### config.mk
export PLATFORM = sky130hd
export DESIGN_NAME = block_painter_flat
export DESIGN_NICKNAME = d
export VERILOG_FILES = /design/src/rtl/tetris_pkg.sv /design/src/rtl/block_painter_if.sv /design/src/rtl/cell_scanner.sv /design/src/rtl/block_painter.sv /design/src/flat_wrapper.sv
export SDC_FILE = /design/constraint.sdc
export NUM_CORES = 1
export LEC_CHECK = 0
export CAP_MARGIN = 10
export CORE_MARGIN = 1
export CORE_UTILIZATION = 50
export DETAILED_ROUTE_END_ITERATION = 6
export PLACE_DENSITY = 0.77
export SETUP_SLACK_MARGIN = 0.15
export SYNTH_ARGS = -nofsm -noshare
export SYNTH_HDL_FRONTEND = slang
export SYNTH_SLANG_ARGS = --single-unit
### constraint.sdc
create_clock -name Clk -period 16.6 [get_ports Clk]
set_input_delay 2.49 -clock Clk [delete_from_list [all_inputs] [get_ports Clk]]
set_output_delay 2.49 -clock Clk [all_outputs]
set_load 0.02 [all_outputs]
### src/rtl/tetris_pkg.sv
// Shared board geometry, coordinate/colour types and painter state encoding
// used by the block painter slice.
package tetris_pkg;

    localparam int BOARD_COLS = 10;
    localparam int BOARD_ROWS = 20;
    localparam int COORD_W    = 7;
    localparam int COLOR_W    = 4;
    localparam int FB_ADDR_W  = 19;

    typedef logic [COORD_W-1:0]   coord_t;
    typedef logic [COLOR_W-1:0]   color_t;
    typedef logic [FB_ADDR_W-1:0] fb_addr_t;

    typedef enum logic [2:0] {IDLE, SNAP, ERASE, DRAW, FIN} paint_state_t;

    function automatic logic in_board(input coord_t x, input coord_t y);
        return (int'(x) < BOARD_COLS) && (int'(y) < BOARD_ROWS);
    endfunction

endpackage

### src/rtl/block_painter_if.sv
// Framebuffer write port: valid/ready pixel writes toward the RAM arbiter.
interface block_painter_if
    import tetris_pkg::*;
#(
    parameter int ADDR_W = 19
) ();

    logic              fb_we;
    logic              fb_ready;
    logic [ADDR_W-1:0] fb_addr;
    color_t            fb_data;

    modport master (output fb_we, output fb_addr, output fb_data, input fb_ready);
    modport slave  (input fb_we, input fb_addr, input fb_data, output fb_ready);

endinterface

### src/rtl/cell_scanner.sv
// Walks one SQUARE x SQUARE cell row by row, presenting one pixel write at a
// time and advancing only when the framebuffer accepts it.
module cell_scanner
    import tetris_pkg::*;
#(
    parameter int SQUARE   = 16,
    parameter int SCREEN_W = 640,
    parameter int ADDR_W   = 19
) (
    input  logic              clk,
    input  logic              rst_n,
    input  logic              start,
    input  logic [ADDR_W-1:0] base,
    input  color_t            fill,
    input  color_t            border,
    input  logic              fb_ready,
    output logic              fb_we,
    output logic [ADDR_W-1:0] fb_addr,
    output color_t            fb_data,
    output logic              last
);

    localparam int CW = $clog2(SQUARE);
    localparam logic [CW-1:0] EDGE = CW'(SQUARE - 1);

    logic [CW-1:0] r, c, r_n, c_n;
    color_t        fill_q, border_q;
    logic          accept, row_end;

    always_comb begin
        accept  = fb_we && fb_ready;
        row_end = (c == EDGE);
        last    = accept && row_end && (r == EDGE);
        c_n     = row_end ? '0 : c + CW'(1);
        r_n     = row_end ? r + CW'(1) : r;
    end

    // start takes priority so the next cell follows the last pixel with no gap
    always_ff @(posedge clk or negedge rst_n) begin
        if (!rst_n) begin
            fb_we    <= 1'b0;
            fb_addr  <= '0;
            fb_data  <= '0;
            r        <= '0;
            c        <= '0;
            fill_q   <= '0;
            border_q <= '0;
        end else if (start) begin
            fb_we    <= 1'b1;
            fb_addr  <= base;
            fb_data  <= border;
            r        <= '0;
            c        <= '0;
            fill_q   <= fill;
            border_q <= border;
        end else if (accept) begin
            if (last) begin
                fb_we <= 1'b0;
            end else begin
                r       <= r_n;
                c       <= c_n;
                fb_addr <= row_end ? fb_addr + ADDR_W'(SCREEN_W - SQUARE + 1)
                                   : fb_addr + ADDR_W'(1);
                fb_data <= (r_n == '0 || r_n == EDGE || c_n == '0 || c_n == EDGE)
                           ? border_q : fill_q;
            end
        end
    end

endmodule

### src/rtl/block_painter.sv
// Erases the previous piece and paints the current one into the framebuffer.
// Define BLOCK_PAINTER_OUTLINE_EN to draw cell borders in the inverted colour.
module block_painter
    import tetris_pkg::*;
#(
    parameter int SQUARE   = 16,
    parameter int SCREEN_W = 640,
    parameter int BOARD_X0 = 240,
    parameter int BOARD_Y0 = 80,
    parameter int ADDR_W   = 19,
    parameter int BG_COLOR = 0
) (
    input  logic            Clk,
    input  logic            Reset_n,
    input  logic            update,
    input  coord_t [3:0]    blockXPos,
    input  coord_t [3:0]    blockYPos,
    input  coord_t [3:0]    blockXPrev,
    input  coord_t [3:0]    blockYPrev,
    input  color_t          blockColor,
    block_painter_if.master fb,
    output logic            busy,
    output logic            done
);

    paint_state_t      state;
    logic [2:0]        slot;
    logic [7:0]        skip_q, skip_live, pending;
    coord_t [7:0]      x_q, y_q, x_live, y_live;
    color_t            color_q, ccol, fill, border;
    logic              snap, has_next, start, scan_last;
    logic [2:0]        nxt;
    int unsigned       from;
    logic [ADDR_W-1:0] base;

    function automatic logic [ADDR_W-1:0] cell_base(input coord_t x, input coord_t y);
        return ADDR_W'(BOARD_Y0 + int'(y) * SQUARE) * ADDR_W'(SCREEN_W)
             + ADDR_W'(BOARD_X0 + int'(x) * SQUARE);
    endfunction

    // Slots 0..3 are the previous cells (erase), 4..7 the current cells (draw)
    always_comb begin
        skip_live = '0;
        for (int unsigned i = 0; i < 4; i++) begin
            x_live[i]        = blockXPrev[i];
            y_live[i]        = blockYPrev[i];
            x_live[i+4]      = blockXPos[i];
            y_live[i+4]      = blockYPos[i];
            skip_live[i+4]   = !in_board(blockXPos[i], blockYPos[i]);
            skip_live[i]     = !in_board(blockXPrev[i], blockYPrev[i]);
            for (int unsigned j = 0; j < 4; j++) begin
                if (blockXPrev[i] == blockXPos[j] && blockYPrev[i] == blockYPos[j])
                    skip_live[i] = 1'b1;
            end
        end
    end

    // In SNAP the first cell is chosen from live inputs so scanning starts at once
    always_comb begin
        snap     = (state == SNAP);
        pending  = snap ? ~skip_live : ~skip_q;
        from     = snap ? 0 : int'(slot) + 1;
        has_next = 1'b0;
        nxt      = '0;
        for (int unsigned i = 0; i < 8; i++) begin
            if (!has_next && i >= from && pending[i]) begin
                has_next = 1'b1;
                nxt      = 3'(i);
            end
        end
        base = snap ? cell_base(x_live[nxt], y_live[nxt]) : cell_base(x_q[nxt], y_q[nxt]);
        ccol = snap ? blockColor : color_q;
        fill = nxt[2] ? ccol : color_t'(BG_COLOR);
`ifdef BLOCK_PAINTER_OUTLINE_EN
        border = nxt[2] ? ~ccol : color_t'(BG_COLOR);
`else
        border = fill;
`endif
        start = has_next && (snap || scan_last);
    end

    always_ff @(posedge Clk or negedge Reset_n) begin
        if (!Reset_n) begin
            state   <= IDLE;
            slot    <= '0;
            skip_q  <= '0;
            x_q     <= '0;
            y_q     <= '0;
            color_q <= '0;
            busy    <= 1'b0;
            done    <= 1'b0;
        end else begin
            done <= 1'b0;
            case (state)
                IDLE: begin
                    if (update) begin
                        state <= SNAP;
                        busy  <= 1'b1;
                    end
                end
                SNAP: begin
                    x_q     <= x_live;
                    y_q     <= y_live;
                    skip_q  <= skip_live;
                    color_q <= blockColor;
                    if (has_next) begin
                        slot  <= nxt;
                        state <= nxt[2] ? DRAW : ERASE;
                    end else begin
                        state <= FIN;
                        busy  <= 1'b0;
                        done  <= 1'b1;
                    end
                end
                ERASE, DRAW: begin
                    if (scan_last) begin
                        if (has_next) begin
                            slot  <= nxt;
                            state <= nxt[2] ? DRAW : ERASE;
                        end else begin
                            state <= FIN;
                            busy  <= 1'b0;
                            done  <= 1'b1;
                        end
                    end
                end
                FIN: state <= IDLE;
                default: state <= IDLE;
            endcase
        end
    end

    cell_scanner #(
        .SQUARE  (SQUARE),
        .SCREEN_W(SCREEN_W),
        .ADDR_W  (ADDR_W)
    ) u_scanner (
        .clk     (Clk),
        .rst_n   (Reset_n),
        .start   (start),
        .base    (base),
        .fill    (fill),
        .border  (border),
        .fb_ready(fb.fb_ready),
        .fb_we   (fb.fb_we),
        .fb_addr (fb.fb_addr),
        .fb_data (fb.fb_data),
        .last    (scan_last)
    );

endmodule

### src/flat_wrapper.sv
// flat-port wrapper written by rule: the top's interface ports become plain ports
module block_painter_flat import tetris_pkg::*;
#(
    parameter int SQUARE   = 16,
    parameter int SCREEN_W = 640,
    parameter int BOARD_X0 = 240,
    parameter int BOARD_Y0 = 80,
    parameter int ADDR_W   = 19,
    parameter int BG_COLOR = 0
)
  (Clk, Reset_n, update, blockXPos, blockYPos, blockXPrev, blockYPrev, blockColor, busy, done, fb_fb_we, fb_fb_addr, fb_fb_data, fb_fb_ready);
  block_painter_if #(.ADDR_W(ADDR_W)) fb_i ();
  input  logic Clk;
  input  logic Reset_n;
  input  logic update;
  input  coord_t [3:0] blockXPos;
  input  coord_t [3:0] blockYPos;
  input  coord_t [3:0] blockXPrev;
  input  coord_t [3:0] blockYPrev;
  input  color_t blockColor;
  output logic busy;
  output logic done;
  output wire logic [$bits(fb_i.fb_we)-1:0] fb_fb_we;
  output wire logic [$bits(fb_i.fb_addr)-1:0] fb_fb_addr;
  output wire logic [$bits(fb_i.fb_data)-1:0] fb_fb_data;
  input wire logic [$bits(fb_i.fb_ready)-1:0] fb_fb_ready;
  assign fb_fb_we = fb_i.fb_we;
  assign fb_fb_addr = fb_i.fb_addr;
  assign fb_fb_data = fb_i.fb_data;
  assign fb_i.fb_ready = fb_fb_ready;
  block_painter #(.SQUARE(SQUARE), .SCREEN_W(SCREEN_W), .BOARD_X0(BOARD_X0), .BOARD_Y0(BOARD_Y0), .ADDR_W(ADDR_W), .BG_COLOR(BG_COLOR)) u_core (.Clk(Clk), .Reset_n(Reset_n), .update(update), .blockXPos(blockXPos), .blockYPos(blockYPos), .blockXPrev(blockXPrev), .blockYPrev(blockYPrev), .blockColor(blockColor), .fb(fb_i), .busy(busy), .done(done));
endmodule
Yosys cells after proc, flatten, opt, wreduce, memory -nomap -nowiden
Cells that the tools add are included.
- mux-type cells: 77
- $mul: 2
- eq/ne operators: 41
- reductions and logical operators: 71
- magnitude comparators: 25
- bitwise gates (word level): 2
- add/subtract/negate cells: 11
- operators with widths (operator ; count):
    $eq 7x7->1 ; 32
    $ge 3x32->1 const A ; 4
    $mux 19 ; 5
    $bmux 7 s3 ; 4
    $ge 1x32->1 const A ; 2
    $ge 2x32->1 const A ; 2
    $lt 7x4->1 const B ; 8
    $lt 7x5->1 const B ; 8
    $mux 4 ; 13
    $logic_and 1x1->1 ; 43
    $add 19x19->19 ; 2
    $mul 19x4->12 const B ; 2
    $mux 1 ; 34
    $mux 32 ; 1
    $mux 7 ; 4
    $mux 3 ; 9
    $add 7x11->12 const A ; 2
    $add 8x11->12 const A ; 2
    $add 19x1->19 const B ; 1
    $add 19x10->19 const B ; 1
    $not 8->8 ; 2
    $logic_not 1->1 ; 15
    $pmux 3 s3 ; 1
    $add 4x1->4 const B ; 2
    20 further kinds ; 30
- register bits after elaboration: 168
- output and inout bits: 26
- logic and storage cells: 257
- bits of input ports: 120

Depth between registers and ports, before layout
- depth after elaboration: 46
- depth in mapped cells: 30
- gate-level depth less buffers: 28

Hierarchy
Synthesis repeated with hierarchy kept, for this count alone.
- cell total of the unflattened synthesis: 1732
- area, all modules: 14239.9 sq um
- modules (own cells, without submodules) (module ; cells each ; seq. area each (sq um) ; times used ; area each (sq um)):
    block_painter ; 1485 ; 3303.2 ; 1 ; 11868.9
    cell_scanner ; 247 ; 1001.0 ; 1 ; 2371.0

Least setup slack after synthesis
No wires, ideal clock.
- path kind: input to register
- from: input port blockXPrev[25] in the netlist's numbering
- to: register u_core.u_scanner.fb_addr[18]
- arrival: 7597 ps
- setup slack: 8872 ps
- stages on the path: 24
- setup time: 131 ps
- data required time: 16469 ps
- path buffers: 1
- path through: buf_4 or4_1 or4_4 o21ai_4 o2bb2ai_2 or3_1 o2111ai_1 mux2i_1 a221o_1 inv_1 ha_1 nand2b_1 nand2_1 xnor2_1 ha_1 fa_1 xor2_1 and3_1 nand2_1 xnor2_1 and3_1 and4_1 o41ai_1 nand2_1
- longest elaborated chain between the ends: 34
- elaborated cells between the ends (all ways): 62
- classes of those cells: add/sub (6); mul (2); order compare (1); eq/ne (5); mux (25); bitwise (1); reduce/logical (22)
- ends and longest elaborated chain (what ; RTL line ; text):
    start, declared ; flat_wrapper.sv:18 ; input coord_t [3:0] blockXPrev;
    $lt 7x4->1 ; tetris_pkg.sv:18 ; return (int'(x) < BOARD_COLS) && (int'(y) < BOARD_ROWS);
    $logic_and 1x1->1 ; tetris_pkg.sv:18 ;
    $logic_not 1->1 ; block_painter.sv:50 ; skip_live[i] = !in_board(blockXPrev[i], blockYPrev[i]);
    $mux 1 (4 in a row) ; block_painter.sv:52 ; if (blockXPrev[i] == blockXPos[j] && blockYPrev[i] == blockYPos[j])
    $not 8->8 ; block_painter.sv:61 ; pending = snap ? ~skip_live : ~skip_q;
    $mux 8 ; block_painter.sv:61 ;
    $logic_and 1x1->1 ; block_painter.sv:66 ; if (!has_next && i >= from && pending[i]) begin
    $mux 1 ; block_painter.sv:66 ;
    [15 not listed] ; - ;
    $mux 3 ; block_painter.sv:66 ;
    $bmux 7 s3 ; block_painter.sv:71 ; base = snap ? cell_base(x_live[nxt], y_live[nxt]) : cell_base(x_q[nxt], y_q[nxt]);
    $mux 7 (implied by the code) ; block_painter.sv:71 ;
    $add 7x11->12 ; block_painter.sv:37 ; return ADDR_W'(BOARD_Y0 + int'(y) * SQUARE) * ADDR_W'(SCREEN_W)
    $mul 19x4->12 ; block_painter.sv:37 ;
    $add 19x19->19 ; block_painter.sv:38 ; + ADDR_W'(BOARD_X0 + int'(x) * SQUARE);
    $mux 19 ; block_painter.sv:71 ;
    $mux 19 ; cell_scanner.sv:48 ; end else if (start) begin
    end signal, assigned ; cell_scanner.sv:50 ; fb_addr <= base;
    end signal, assigned ; cell_scanner.sv:62 ; fb_addr <= row_end ? fb_addr + ADDR_W'(SCREEN_W - SQUARE + 1)
    end, declared ; cell_scanner.sv:18 ; output logic [ADDR_W-1:0] fb_addr,
Parallel ways exist; a longest one is shown, timed or not. The select of a mux whose other input is x is not followed.
A chain may end at the register's enable or synchronous reset.

Worst setup path in the final report
- from: input port blockYPos[26] in the netlist's numbering
- to: register u_core.u_scanner.fb_addr[18]
- longest elaborated chain between the ends: 42
- elaborated cells between the ends (all ways): 76
- classes of those cells: add/sub (6); mul (2); order compare (1); eq/ne (5); mux (30); bitwise (1); reduce/logical (31)
- ends and longest elaborated chain (what ; RTL line ; text):
    start, declared ; flat_wrapper.sv:17 ; input coord_t [3:0] blockYPos;
    $eq 7x7->1 ; block_painter.sv:52 ;
    $logic_and 1x1->1 ; block_painter.sv:52 ;
    $mux 1 ; block_painter.sv:52 ;
    $not 8->8 ; block_painter.sv:61 ;
    $mux 8 ; block_painter.sv:61 ;
    $logic_and 1x1->1 ; block_painter.sv:66 ;
    $mux 1 ; block_painter.sv:66 ;
    $logic_not 1->1 ; block_painter.sv:66 ;
    [26 not listed] ; - ;
    $mux 3 ; block_painter.sv:66 ;
    $bmux 7 s3 ; block_painter.sv:71 ;
    $mux 7 (implied by the code) ; block_painter.sv:71 ;
    $add 7x11->12 ; block_painter.sv:37 ;
    $mul 19x4->12 ; block_painter.sv:37 ;
    $add 19x19->19 ; block_painter.sv:38 ;
    $mux 19 ; block_painter.sv:71 ;
    $mux 19 ; cell_scanner.sv:48 ;
Parallel ways exist; a longest one is shown, timed or not. The select of a mux whose other input is x is not followed.

==> results_dict.tcl <==
set metrics [dict create \
    routedWlPerCell_um 22.8 \
    clkTransAtPathRegs_ns 0.07 \
    cts_max_level 4 \
    power_density_nw_per_um2 75.5 \
    drv_slew 0 \
    drc_errors 0 \
    synth_area_leader_cell "dfrtp_1" \
    die_y_um 165 \
    setup_ws_ns 6.88 \
    cp.required_ns 16.91 \
    synthToLayoutAreaGrowth_pct 13.2 \
    outcome "complete, no violations" \
    yosys-top-cells-count "416 x nand2_1, 179 x xnor2_1, 168 x dfrtp_1" \
    fin_worst_skew_ns 0.0162 \
    detail-route-antenna-nets 0 \
    hpwl_mm 31.5 \
    grt_pass1_wl_mm 67.2 \
    num_vias 11700 \
    clock_path_buffers 2 \
    grt_start_max_net_pins 106 \
    cp-end-kind "flop" \
    cts_setup_buffers 0 \
    io_pins 146 \
    cts_root_buffer "clkbuf_16" \
    clock.fmax_ghz 0.103 \
    critPathArrivalTime_ns 10.03 \
    dp_slack_ns 6.61 \
    hold_viol 0 \
    cap_violations 0 \
    antennaDiodeCount 0 \
    fin_nets 1746 \
    post-route-period-util 0.586 \
    maxSlewHeadroom 0.293 \
    drive_above_1_share 0.0549 \
    crit_path_max_fanout 59 \
    grt_pass1_vias 11400 \
    synth_seq_cells 168 \
    start_util 0.510 \
    synth_fp_nets 1745 \
    synth-seq-area-share 0.316 \
    via_per_inst 6.05 \
    gp_congestion 0.984 \
    dieArea_um2 27200 \
    synth_area_leaders "dfrtp_1 32%, xnor2_1 12%, nand2_1 12%" \
    synth_edf_count 0 \
    syn_inst 1589 \
    clk_latency_ns 0.44 \
    worstMarginPinSlew_ns 1.06 \
    port_buffers 145 \
    yosys_warnings 0 \
    tns_ns 0 \
    die_w_um 165 \
    numCtsBuffers 17 \
    netlist.area_leader.share 0.316 \
    core_um2 26100 \
    drtPass1Iterations 7 \
    grt_util_all_layers 0.332 \
    cts_tree "yes" \
    critPathKind "in2reg" \
    yosysUniqueCellTypes 63 \
    syn_area_um2 13300 \
    cts_sinks 168 \
    antenna_found_initial 0 \
    ys.flop_type "dfrtp_1" \
    p_leak_nw 6.15 \
    grt-ovfl-total 0 \
    hp-class "reg2reg" \
    cts_resized 0 \
    hold_buffers 0 \
    syn_avg_cell_area_um2 8.36 \
    wirelength_mm 44.3 \
    final-setup-viol-count 0 \
    yosysMostFrequentCell "nand2_1" \
    ir_drop_mv 0.0746 \
    fp-row-count 59 \
    fin_crit_ns 9.72 \
    startpoint_type "input port" \
    drt_iter0_markers 1253 \
    async_reset_ff_frac 1.00 \
    rsz0062_at_grt "no" \
]
critical path: stages:
cell and delay (ns):
clkdlybuf4s50_1 0.76, nor3_1 0.34, nand2_1 0.11, o31ai_1 0.58, nand3_1 0.16, a21oi_1 0.22
o2bb2ai_2 0.17, a21oi_4 0.71, buf_4 0.82, mux4_2 0.43, mux2i_2 0.33, o21ai_4 0.15
xor2_1 0.26, ha_1 0.28, ha_1 0.24, fa_1 0.41, xor2_1 0.24, and3_1 0.20
nand2_1 0.07, xnor2_1 0.25, nor2_1 0.07, and4b_1 0.20, o41ai_1 0.37, nand2_1 0.08
report_power, final:
group | total (mW) | internal (mW) | switching, mW | leakage (nW)
clock | 0.395 | 0.212 | 0.183 | 0.260
sequential | 0.455 | 0.430 | 0.0243 | 1.67
combinational | 0.286 | 0.127 | 0.159 | 4.21
total | 1.14 | 0.770 | 0.366 | 6.15
logic make-up after synthesis:
family | synth area share
simple gates | 0.216
xor+xnor | 0.183
buf+inv | 0.0621
flops | 0.316
compound gates | 0.0668
mux | 0.120
fa+ha+maj | 0.0350
layout make-up:
class	instances	area, µm²
sequential	168	4200
clock buffer	20	447
inverter	19	71.3
tap	335	419
multi-input combinational	1230	8270
timing repair buffer	154	1520
clock inverter	12	116
fill	2335	11000
through the flow:
stage / std cells / total power [mW] / hold slack, ns / instance area, µm² / utilization
final: 1938 / 1.14 / 0.471 / 15000 / 0.577
after global routing: 1938 / 1.18 / 0.497 / 15000 / 0.577
after CTS: 1938 / 1.13 / 0.474 / 15000 / 0.577
after detailed placement: 1906 / 0.743 / 0.459 / 14500 / 0.556
after global placement: 1906 / 0.737 / 0.452 / 14500 / 0.556
after floorplan: 1589 / 0.630 / 0.438 / 13300 / -
per-layer routing:
metal | GRT usage | wire (µm)
met3 | 0.0570 | 3850
met1 | 0.435 | 18100
met4 | 0.138 | 1880
met5 | 0 | 0
met2 | 0.541 | 20400
path summary, 6_finish.rpt:
check / cells past startpoint / to / slack, ns / startpoint
worst max-delay path: 24 / u_core.u_scanner.fb_addr[18] / 6.88 / blockYPos[26]
worst min-delay path: 2 / u_core.x_q[20] / 0.47 / u_core.x_q[20]
worst max register to register: 25 / u_core.u_scanner.fb_addr[18] / 7.91 / u_core.state[2]
worst min register to register: 2 / u_core.x_q[20] / 0.47 / u_core.x_q[20]
max in group asynchronous: 2 / u_core.x_q[34] / 12.97 / Reset_n
min in group asynchronous: 1 / u_core.u_scanner.fb_addr[14] / 2.15 / Reset_n
registers in the layout, indices dropped and copies added, names as in the netlist:
| signal | count |
|---|---|
| u_core.u_scanner.c | 4 |
| u_core.u_scanner.fb_addr | 19 |
| u_core.u_scanner.fb_we | 1 |
| u_core.done | 1 |
| u_core.u_scanner.r | 4 |
| u_core.state | 3 |
| u_core.u_scanner.border_q | 4 |
| u_core.x_q | 56 |
| u_core.slot | 3 |
| u_core.color_q | 4 |
| u_core.u_scanner.fb_data | 4 |
| u_core.busy | 1 |
| u_core.skip_q | 8 |
| u_core.y_q | 56 |
layout by cell type (no fill, tap or decap), types with 3 or more instances in the layout:
cell	synthesis	layout
o21a_1	3	3
a31o_2	5	5
a211oi_1	11	11
nand2_1	416	416
mux4_2	20	20
and3_1	13	13
or4_1	7	7
clkinvlp_4	0	5
clkbuf_16	0	17
inv_6	0	3
ha_1	34	34
nand3b_1	4	4
nand3_1	33	33
dfrtp_1	168	168
or3_1	5	5
nor3_1	24	24
nor2_1	51	51
a21o_1	8	7
nor4_1	27	27
nor2b_1	8	8
xor2_1	99	99
buf_4	7	9
o211ai_1	6	6
clkdlybuf4s50_1	0	144
inv_1	17	17
mux2_2	9	9
o31ai_1	4	4
a21oi_1	34	34
nand2b_1	3	3
and4_1	4	4
mux2i_1	103	103
o21ai_0	34	34
a31oi_1	9	9
nand4_1	42	42
xnor2_1	179	179
(Power assumes the default switching activity.)
==> RTL edit 1: new RTL, same flow settings <==
Make the reset (`Reset_n` and `rst_n`) synchronous in 2 clocked blocks.
--- a/src/rtl/cell_scanner.sv
+++ b/src/rtl/cell_scanner.sv
@@ -36,7 +36,7 @@
     end
 
     // start takes priority so the next cell follows the last pixel with no gap
-    always_ff @(posedge clk or negedge rst_n) begin
+    always_ff @(posedge clk) begin
         if (!rst_n) begin
             fb_we    <= 1'b0;
             fb_addr  <= '0;
--- a/src/rtl/block_painter.sv
+++ b/src/rtl/block_painter.sv
@@ -79,7 +79,7 @@
         start = has_next && (snap || scan_last);
     end
 
-    always_ff @(posedge Clk or negedge Reset_n) begin
+    always_ff @(posedge Clk) begin
         if (!Reset_n) begin
             state   <= IDLE;
             slot    <= '0;
Check against the original RTL: differs if Reset_n is asserted again (counterexample within 4 cycles, from zero or initial values and one cycle with Reset_n low); with Reset_n held inactive, the same outputs for 4 cycles.
==> RTL edit 1 against the original RTL <==
Area after synthesis fell by 0.41%; setup slack improved by 0.61 ns; count of clock-buffer cells in the layout fell by 2; sequential cell count did not move; final area fell by 0.99%; register-to-register slack improved by 1.8 ns; via count rose by 0.94%; routed wire length fell by 2.2%; critical endpoint is now u_core.u_scanner.fb_addr[18]$_SDFFE_PN0P_; highest routed layer unchanged.
Power is not compared: it rests on default switching activity, and its combinational part moved more than twofold at a synthesized area within 25%.
==> RTL edit 1: results (changes against the original RTL) <==
synth cell count leaders nand2_1, dfxtp_1, xnor2_1, xor2_1, a21boi_0; syn_area_per_cell 8.10 um^2 (-3.2%); outcome finished clean; Tot Pwr 1.59 mW; met3 usage 0.0593 (+0.00226); Area contributors post-synth dfxtp_1, xnor2_1, nand2_1; Routability Congestion 1.04 (+6.2%); DPL Wire Length 31,200 um (-0.88%); 1st-pass router iterations 6 (-1); DR iter-0 viols 1,413 (+13%); post-DR vias/cell 6.02 (-0.45%); fin nets 1,775 (+1.7%); met2 Resource Use GR 0.523 (-0.0180); delay-heaviest family, CP simple AND/OR/NAND/NOR gates; Synth cell types 74 (+17%); placed instance count 1,935 (+1.5%); Rel. slew slack 0.420 (+0.127); Async SR Flop Fraction 0 (-1.00); first-pass GRT wire length 65,400 um (-2.6%); met1 global-route usage 0.426 (-0.00859); Critical Path Slowest Stage Cell clkdlybuf4s50_1; Worst Clk Skew 0.0216 ns (+0.00542 ns); syn_nets 1,790 (+2.6%); total track usage 0.323 (-0.00975); Adder-Cell Fraction of Synth Area 0.0352 (+0.000146); largest net degree at the start of global routing 84 (-21%); predominant post-synthesis flop cell dfxtp_1; layout cell share with drive strength beyond 1 0.0503 (-0.00459); sequential element share of the synthesized area 0.254 (-0.0622); final WL 43,300 um (-2.2%)
==> RTL edit 1: changes by cell type in the layout (fill, tap and decap cells not counted), sizes merged, moves of 12 or more <==
cell and change:
a21boi +114, dfrtp -168, nor2 +12, dfxtp +168, nand2 -116, mux2 +14, nor2b +16, xnor2 -19
xor2 +19
==> RTL edit 1: final timing paths <==
path              slack [ns]                          from                                        end  depth (start not counted)
hold / removal          0.46   u_core.y_q[13]$_SDFFE_PN0P_                u_core.y_q[13]$_SDFFE_PN0P_                          2
setup reg to reg        9.70  u_core.state[1]$_SDFFE_PN0P_  u_core.u_scanner.fb_addr[18]$_SDFFE_PN0P_                         26
hold reg to reg         0.46   u_core.y_q[13]$_SDFFE_PN0P_                u_core.y_q[13]$_SDFFE_PN0P_                          2
setup / recovery        7.49                 blockXPos[27]  u_core.u_scanner.fb_addr[18]$_SDFFE_PN0P_                         26
==> RTL edit 1: worst min-delay path, stage by stage (launching register included) <==
cell	delay, ns
dfxtp_1	0.31
nand2_1	0.04
a21boi_0	0.06
==> RTL edit 1: logic make-up (layout without fill, tap and decap cells) <==
logic type	count (synthesis)	after routing
muxes	137	137
xor gates and xnor gates	278	278
AOI/OAI and AO/OA	251	251
and+or+nand+nor	562	562
adders and majority gates	36	36
buffers and inverters	202	198
DFF	168	168
==> RTL edit 1: metal layers <==
metal / vias up / wire (um)
met5: - / 0
met4: 0 / 1440
met3: 105 / 4040
met2: 600 / 19800
met1: 5637 / 18000
li1: 5497 / -
==> RTL edit 1: final cells by class <==
cell class                 count  area (um^2)  area share
tap                          335          419      0.0281
multi-input combinational   1264         8930       0.600
inverter                      12         45.0     0.00302
clock inverter                12          166      0.0112
sequential                   168         3360       0.226
clock buffer                  18          439      0.0295
timing repair buffer         156         1530       0.103
==> RTL edit 2: new RTL, same flow settings <==
Made on the original files. Build with the macro `BLOCK_PAINTER_OUTLINE_EN` defined.
--- a/src/rtl/block_painter.sv
+++ b/src/rtl/block_painter.sv
@@ -1,5 +1,7 @@
 // Erases the previous piece and paints the current one into the framebuffer.
 // Define BLOCK_PAINTER_OUTLINE_EN to draw cell borders in the inverted colour.
+`define BLOCK_PAINTER_OUTLINE_EN
+
 module block_painter
     import tetris_pkg::*;
 #(
Formal check against the unedited RTL: not equivalent (a bounded check fails within 4 cycles, from zero or initial values and one cycle with Reset_n low).
==> RTL edit 2 against the original RTL <==
Sequential cell count increased by 4; area after synthesis increased by 3.1%; critical endpoint unchanged; count of clock-buffer cells in the layout decreased by 2; largest cell class unchanged; core utilization decreased by 0.30 points; critical path type unchanged; global-route usage decreased by 0.055 points; routed wire length increased by 3.3%; setup slack improved by 0.31 ns; via count increased by 3.7%; final area increased by 2.9%.
Power is left out: it rests on default switching activity, and per cell area and clock period it moved more than threefold.
==> RTL edit 2: results (changes against the original RTL) <==
outcome finished clean; Critical Path Slowest Stage Cell o21ba_2; met1 WL 18,700 um (+3.3%); post-DR vias/cell 6.07 (+0.25%); placed instance count 1,973 (+3.5%); metal3 WL 3490 um (-9.2%); Synth cell types 76 (+21%); WL met2 21,600 um (+5.9%); kind of critical path in2reg; 1st-pass router iterations 5 (-2); initial antenna violation count 1 (+1); DR vias 12,165 (+3.7%); Routability Congestion 0.950 (-3.4%); met3 usage 0.0515 (-0.00548); Rel. slew slack 0.326 (+0.0327); Critical path origin blockXPrev[25]; crit-path max cell delay 0.71 ns (-0.11 ns); multiplexer share of the synthesized area 0.115 (-0.00476); DPL Wire Length 33,200 um (+5.5%); Area contributors post-synth dfrtp_1, nand2_1, xor2_1; met1 global-route usage 0.433 (-0.00164); largest net degree at the start of global routing 98 (-7.5%); met2 Resource Use GR 0.542 (+0.000949); layout cell share with drive strength beyond 1 0.0607 (+0.00580); first-pass GRT wire length 70,400 um (+4.8%); Mapped Cells 1,655 (+4.2%); syn_nets 1,812 (+3.8%); XOR/XNOR share of the synthesized area 0.180 (-0.00303); DR iter-0 viols 1,178 (-6.0%); Total Die Area 28,100 um^2 (+3.1%); Worst Clk Skew 0.0201 ns (+0.00386 ns); R2R cell count 23 (-8.0%); Reg2Reg Setup Slack 9.08 ns (+1.17 ns); Compound-Gate Fraction of Synth Area 0.0774 (+0.0106); crit path max fanout 28 (-53%); Hold Crit Start u_core.u_scanner.border_q[0]$_DFFE_PN0P_; synth cell count leaders nand2_1, xor2_1, dfrtp_1, clkbuf_1, xnor2_1; Num CTS Buffers 17 (unchanged); total track usage 0.332 (-0.000546); Adder-Cell Fraction of Synth Area 0.0349 (-0.000155)
## RTL edit 2: cell types whose count changed after synthesis, moves of 14 or more
cell,change
xor2_1,+78
xnor2_1,-74
clkbuf_1,+27
buf_1,-21
mux2_2,+18
nor4_1,+14
## RTL edit 2: final cells by class
type	count	area (um^2)
repair buffers	155	1530
multi-input cells	1282	8550
inverters	23	86.3
flip-flops and latches	172	4300
well taps	341	427
fillers	2435	11500
clock buffers	18	439
clock inverters	14	144
## RTL edit 2: worst min path at each step
| stage | endpoint | slack (ns) | cells after the start |
|---|---|---|---|
| final | u_core.u_scanner.border_q[0]$_DFFE_PN0P_ | 0.47 | 2 |
| after global routing | u_core.x_q[41]$_DFFE_PN0P_ | 0.50 | 2 |
| after CTS | u_core.u_scanner.border_q[0]$_DFFE_PN0P_ | 0.47 | 2 |
| after detailed placement | u_core.u_scanner.border_q[0]$_DFFE_PN0P_ | 0.46 | 2 |
| after global placement | u_core.u_scanner.border_q[1]$_DFFE_PN0P_ | 0.45 | 2 |
| after floorplan | u_core.skip_q[4]$_DFFE_PN0P_ | 0.43 | 2 |
## RTL edit 2: per-stage QoR
stage                util  worst slack, ns  instance area, um^2
global placement    0.553             7.00                14900
CTS                 0.574             7.35                15500
detailed placement  0.553             6.88                14900
finish              0.574             7.18                15500
floorplan               -             9.20                13700
global route        0.574             6.67                15500
## RTL edit 2: kinds of logic after synthesis
family / count (synthesis)
AND/OR/NAND/NOR: 664
AO/OA/AOI/OAI: 160
flip-flops: 172
buffers and inverters: 201
multiplexers: 139
XOR/XNOR: 282
adder cells (fa/ha/maj): 37
